$ cat src/rtl/svm_modulator_dt.sv
// svm_modulator_dt: latches angle/duty, decodes a six-step sector, carrier PWM with per-leg dead time.
// Latency: angle/duty take effect at the next period start; gate outputs are registered (one edge).
// Backpressure: none; shoot=0 or reset forces every gate low on the next edge.
module svm_modulator_dt #(
   parameter int MODULE_ID    = 0,
   parameter int ANGLE_W      = 12,
   parameter int PHASE_OFFSET = 'h555,
   parameter int CNT_W        = 8,
   parameter int PERIOD       = 100,
   parameter int DEAD_CYCLES  = 4
) (
   input  logic               clk,
   input  logic               reset,
   input  logic               shoot,
   input  logic [ANGLE_W-1:0] angle,
   input  logic [CNT_W-1:0]   duty,
   output logic               g1_a,
   output logic               g2_a,
   output logic               g1_b,
   output logic               g2_b,
   output logic               g1_c,
   output logic               g2_c,
   output logic [2:0]         sector,
   output logic               period_start
);
   // Per-module phase offset, truncated to one electrical turn.
   localparam logic [ANGLE_W-1:0] OFFSET = ANGLE_W'(MODULE_ID * PHASE_OFFSET);
   localparam logic [CNT_W-1:0]   LAST   = CNT_W'(PERIOD - 1);
   localparam logic [3:0]         DEAD   = 4'(DEAD_CYCLES);

   typedef enum logic {IDLE, RUN} state_t;

   state_t             state_q, state_d;
   logic [CNT_W-1:0]   cnt_q, cnt_d;
   logic [CNT_W-1:0]   duty_q, duty_d;
   logic [2:0]         sector_q, sector_d, sector_in;
   logic               period_start_q, period_start_d;
   logic               latch;
   logic [ANGLE_W-1:0] angle_eff;
   logic [ANGLE_W+2:0] angle_x6;
   // Leg vectors are ordered {A, B, C}.
   logic [2:0]         vec;
   logic [2:0]         tgt_n, tgt_q, tgt_d;
   logic [2:0]         hi_q, hi_d, lo_q, lo_d;
   logic [3:0]         dead_q [3];
   logic [3:0]         dead_d [3];

   // Sector decode of the incoming angle: floor(angle_eff * 6 / 2^ANGLE_W), always 0..5.
   always_comb begin
      angle_eff = angle + OFFSET;
      angle_x6  = {3'b000, angle_eff} * {{ANGLE_W{1'b0}}, 3'd6};
      sector_in = angle_x6[ANGLE_W+2:ANGLE_W];
   end

   // Carrier FSM: next state, next count and the period-start latch of angle/duty.
   always_comb begin
      state_d        = state_q;
      cnt_d          = cnt_q;
      duty_d         = duty_q;
      sector_d       = sector_q;
      period_start_d = 1'b0;
      latch          = 1'b0;
      case (state_q)
         IDLE: begin
            cnt_d = '0;
            if (shoot) begin
               state_d = RUN;
               latch   = 1'b1;
            end
         end
         RUN: begin
            if (!shoot) begin
               state_d = IDLE;
               cnt_d   = '0;
            end else if (cnt_q == LAST) begin
               cnt_d = '0;
               latch = 1'b1;
            end else begin
               cnt_d = cnt_q + CNT_W'(1);
            end
         end
         default: state_d = IDLE;
      endcase
      if (latch) begin
         duty_d         = duty;
         sector_d       = sector_in;
         period_start_d = 1'b1;
      end
   end

   // Target leg state for the coming cycle: active vector while cnt < duty, zero vector otherwise.
   always_comb begin
      case (sector_d)
         3'd0:    vec = 3'b100;
         3'd1:    vec = 3'b110;
         3'd2:    vec = 3'b010;
         3'd3:    vec = 3'b011;
         3'd4:    vec = 3'b001;
         3'd5:    vec = 3'b101;
         default: vec = 3'b000;
      endcase
      tgt_n = (cnt_d < duty_d) ? vec : 3'b000;
   end

   // Per-leg dead time: any target change (or RUN entry) holds both gates low for DEAD cycles.
   always_comb begin
      for (int i = 0; i < 3; i++) begin
         tgt_d[i]  = tgt_q[i];
         dead_d[i] = dead_q[i];
         hi_d[i]   = 1'b0;
         lo_d[i]   = 1'b0;
         if (state_d != RUN) begin
            dead_d[i] = DEAD;
         end else if (state_q != RUN || tgt_n[i] != tgt_q[i]) begin
            tgt_d[i]  = tgt_n[i];
            dead_d[i] = DEAD;
         end else if (dead_q[i] > 4'd1) begin
            dead_d[i] = dead_q[i] - 4'd1;
         end else begin
            dead_d[i] = 4'd0;
            hi_d[i]   = tgt_q[i];
            lo_d[i]   = ~tgt_q[i];
         end
      end
   end

   // State and output registers; reset wins over everything on its edge.
   always_ff @(posedge clk) begin
      if (reset) begin
         state_q        <= IDLE;
         cnt_q          <= '0;
         duty_q         <= '0;
         sector_q       <= 3'd0;
         period_start_q <= 1'b0;
         tgt_q          <= 3'b000;
         hi_q           <= 3'b000;
         lo_q           <= 3'b000;
         for (int i = 0; i < 3; i++) dead_q[i] <= DEAD;
      end else begin
         state_q        <= state_d;
         cnt_q          <= cnt_d;
         duty_q         <= duty_d;
         sector_q       <= sector_d;
         period_start_q <= period_start_d;
         tgt_q          <= tgt_d;
         hi_q           <= hi_d;
         lo_q           <= lo_d;
         for (int i = 0; i < 3; i++) dead_q[i] <= dead_d[i];
      end
   end

   assign g1_a         = hi_q[2];
   assign g2_a         = lo_q[2];
   assign g1_b         = hi_q[1];
   assign g2_b         = lo_q[1];
   assign g1_c         = hi_q[0];
   assign g2_c         = lo_q[0];
   assign sector       = sector_q;
   assign period_start = period_start_q;

endmodule

$ cat config.mk
export PLATFORM = sky130hd
export DESIGN_NAME = svm_modulator_dt
export DESIGN_NICKNAME = d
export VERILOG_FILES = /design/src/rtl/svm_modulator_dt.sv
export SDC_FILE = /design/constraint.sdc
export NUM_CORES = 1
export LEC_CHECK = 0
export CAP_MARGIN = 40
export CELL_PAD_IN_SITES_DETAIL_PLACEMENT = 1
export CELL_PAD_IN_SITES_GLOBAL_PLACEMENT = 1
export CORE_MARGIN = 2
export CORE_UTILIZATION = 47
export CTS_CLUSTER_DIAMETER = 50
export DETAILED_ROUTE_END_ITERATION = 8
export DONT_BUFFER_PORTS = 1
export HOLD_SLACK_MARGIN = 0.15
export PLACE_DENSITY = 0.89
export SKIP_CTS_REPAIR_TIMING = 1
export SLEW_MARGIN = 20
export SYNTH_ARGS = -nofsm -noshare
export SYNTH_HDL_FRONTEND = slang
export SYNTH_SLANG_ARGS = --single-unit
$ cat constraint.sdc
create_clock -name clk -period 4.8 [get_ports clk]
set_clock_uncertainty 0.2 [all_clocks]
set_input_delay 0.96 -clock clk [delete_from_list [all_inputs] [get_ports clk]]
set_output_delay 0.96 -clock clk [all_outputs]
set_load 0.01 [all_outputs]
==> results.toml <==
[outcome]
run_status = "finished, final reports clean"

[worst_hold_path]
hold_class = "reg2reg"

[worst_setup_path]
critPathArrivalTime_ps = 4200
setup.worst_path.start_class = "flip-flop"
path_delay_family = "simple AND/OR/NAND/NOR gates"
critical_path.endpoint_type = "flip-flop"
cp_data_required_time_ps = 4830
criticalPathCategory = "reg2reg"
worstPathBufferInverterCount = 0
cpMaxStageDelayCell = "sky130_fd_sc_hd__a211oi_1"
critical_path.max_stage_delay_ps = 490
cp_max_fanout = 13
critical_path.cell_chain = "ha_1 -> and4b_1 -> nand2_1 -> nand3_1 -> nor2_1 -> ha_1 -> and4_1 -> and3_1 -> and3_1 -> a211o_1 -> a211oi_1 -> xnor2_1 -> nand3_1 -> nor2_1"

[synthesis]
biggest_area_contributors_in_the_synthesized_netlist = "sky130_fd_sc_hd__dfxtp_1, sky130_fd_sc_hd__ha_1, sky130_fd_sc_hd__nor2_1"
ys_seq_elements = 42
number_of_warnings_printed_during_yosys_synthesis = 0
synth_top_cell_area_share = 0.375
synth.cell_area_um2 = 2240
synthDistinctLibCells = 45
synth_top_area_cell = "sky130_fd_sc_hd__dfxtp_1"
syn_avg_cell_area_um2 = 9.01
synthCells = 249
synth.yosys.seq_area_share = 0.375
mappedNetlistNets = 298

[power]
intPower_mw = 0.509
power.ir.vdd_worst_mv = 0.182
cellPowerDensity_nw_per_um2 = 299
sequentialPowerShare = 0.520
switching_part_of_the_total_power = 0.283
power.combinational.fraction = 0.149
power_frac_clock = 0.331
power.switching_mw = 0.202
power.static_leakage_nw = 1.03
power_mw = 0.711

[drt]
drt_pre_antenna_iters = 4
drt-initial-drc-count = 64
wire_per_inst_um = 16.4
ant_nets = 0
route.final.wire_length_um = 5030
drc_errors_left = 0
vias = 1815
route.detailed.vias_per_inst = 5.91

[floorplan]
start_util = 0.481
boundaryPins = 33
die_height_um = 73.1
num_rows = 25
die_width_um = 73.1
core_area_um2 = 4660
die_area_um2 = 5340

[timing]
totalNegativeSetupSlack_ps = 0
final_max_slew_viol_count = 0
fin_crit_sh = 0.867
slew-limit-headroom = 0.602
post-route-min-period_ps = 4160
maxClockFrequency_ghz = 0.240
fin_ws_ps = 636
setup_violations = 0
hold_viol_final = 0
hold-worst-slack_ps = 277
rsz0062_at_grt = "false"
worstMarginPinSlew_ps = 594

[clock_network]
clockBufferDepth = 2
htree_num_levels = 2
cts_made_buffers = 5
tritoncts = "yes"
clock_sinks = 42
clk-insertion-delay-late_ps = 300
clockRootBuffer = "sky130_fd_sc_hd__clkbuf_8"
clk_pin_slew_ps = 80

[cells_and_area]
stdcell_count = 307
mostFrequentLayoutCell = "sky130_fd_sc_hd__dfxtp_1"
insertedDiodeCount = 0
final_cell_mix = "sky130_fd_sc_hd__dfxtp_1, sky130_fd_sc_hd__nor2_1, sky130_fd_sc_hd__ha_1"
final_layout_size_suffix_gt1_frac = 0.0553
final_core_util = 0.511
growth_of_design_area_from_synthesis_to_finish_pct = 6.13
nets_finish = 301
layout.cell_area.non_filler_um2 = 2380

[global_routing]
gr-total-overflow = 0
met2_usage = 0.359
gr_layer_usage_met3 = 0.0483
grtUsageMet1 = 0.234
grt_usage = 0.202
grt_antenna_before_repair = 0
grt_start_max_net_pins = 23
vias_in_the_first_global_route = 1875
top_usage_layer = "met2"
grt_pass1_wl_um = 8390

[placed_design]
numPortBuffers = 0
pre_cts_slack_ps = 621
dpl.hpwl_um = 3790
placedCellCount = 299
gpl.final_weighted_congestion = 0.771
placement.cell_area_um2 = 2290

[job]
max_cap_viol_count = 0
-- power by group through the flow --
| stage | Combinational [mW] | Sequential [mW] | Clock (mW) |
|---|---|---|---|
| 2_1_floorplan | 0.0861 | 0.376 | 0 |
| 3_3_place_gp | 0.0980 | 0.378 | 0 |
| 3_5_place_dp | 0.104 | 0.378 | 0 |
| 4_1_cts | 0.106 | 0.370 | 0.238 |
| 5_1_grt | 0.119 | 0.372 | 0.253 |
| 6_report | 0.106 | 0.370 | 0.235 |
-- layer usage --
metal	vias up	wire length, um
li1	891	-
met4	0	89
met3	9	266
met1	879	2080
met2	36	2590
met5	-	0
-- kinds of logic after synthesis --
logic type | synth area share
compound gates | 0.127
fa+ha+maj | 0.145
xor+xnor | 0.0468
flops | 0.375
mux | 0.0446
simple gates | 0.227
buf+inv | 0.0351
-- flip-flops by register name, summed over array words and instances (netlist names) --
register,flops
dead_q,12
cnt_q,8
duty_q,8
hi_q,3
lo_q,3
sector,3
tgt_q,3
period_start,1
state_q,1
-- cell type report --
cell class	instances	area, um^2
sequential	42	841
inverter	13	48.8
clock buffer	5	68.8
fill	545	2280
timing repair buffer	1	7.51
tap	54	67.6
multi-input combinational	189	1320
clock inverter	3	23.8
-- synthesized netlist by cell type (all sizes together) --
cell type / instances
o2111ai: 2
and3: 4
a31oi: 2
nor4b: 2
and4b: 1
o21ai: 5
a31o: 2
mux2i: 10
nand4: 2
nor2: 39
nor3: 14
ha: 26
a21oi: 10
a221o: 1
or3: 2
a21boi: 1
o2111a: 1
inv: 13
dfxtp: 42
buf: 2
o21a: 1
a22oi: 1
xnor2: 8
nor4: 6
o311a: 1
nand2b: 1
nand3: 11
and4: 2
a211o: 2
nor2b: 1
o211ai: 1
a41oi: 1
a211oi: 2
and2: 3
nand2: 15
a21o: 4
o21ba: 1
clkbuf: 3
xor2: 4
-- worst paths after layout --
path / startpoint / end / slack, ps / depth (start not counted)
worst min-delay path: tgt_q[2]$_SDFFE_PP0P_ / lo_q[2]$_SDFF_PP0_ / 280 / 1
worst max register to register: cnt_q[0]$_SDFF_PP0_ / dead_q[0][7]$_SDFF_PP0_ / 640 / 14
worst max-delay path: cnt_q[0]$_SDFF_PP0_ / dead_q[0][7]$_SDFF_PP0_ / 640 / 14
worst min register to register: tgt_q[2]$_SDFFE_PP0P_ / lo_q[2]$_SDFF_PP0_ / 280 / 1
No activity file was read; power rests on OpenSTA's default activity.
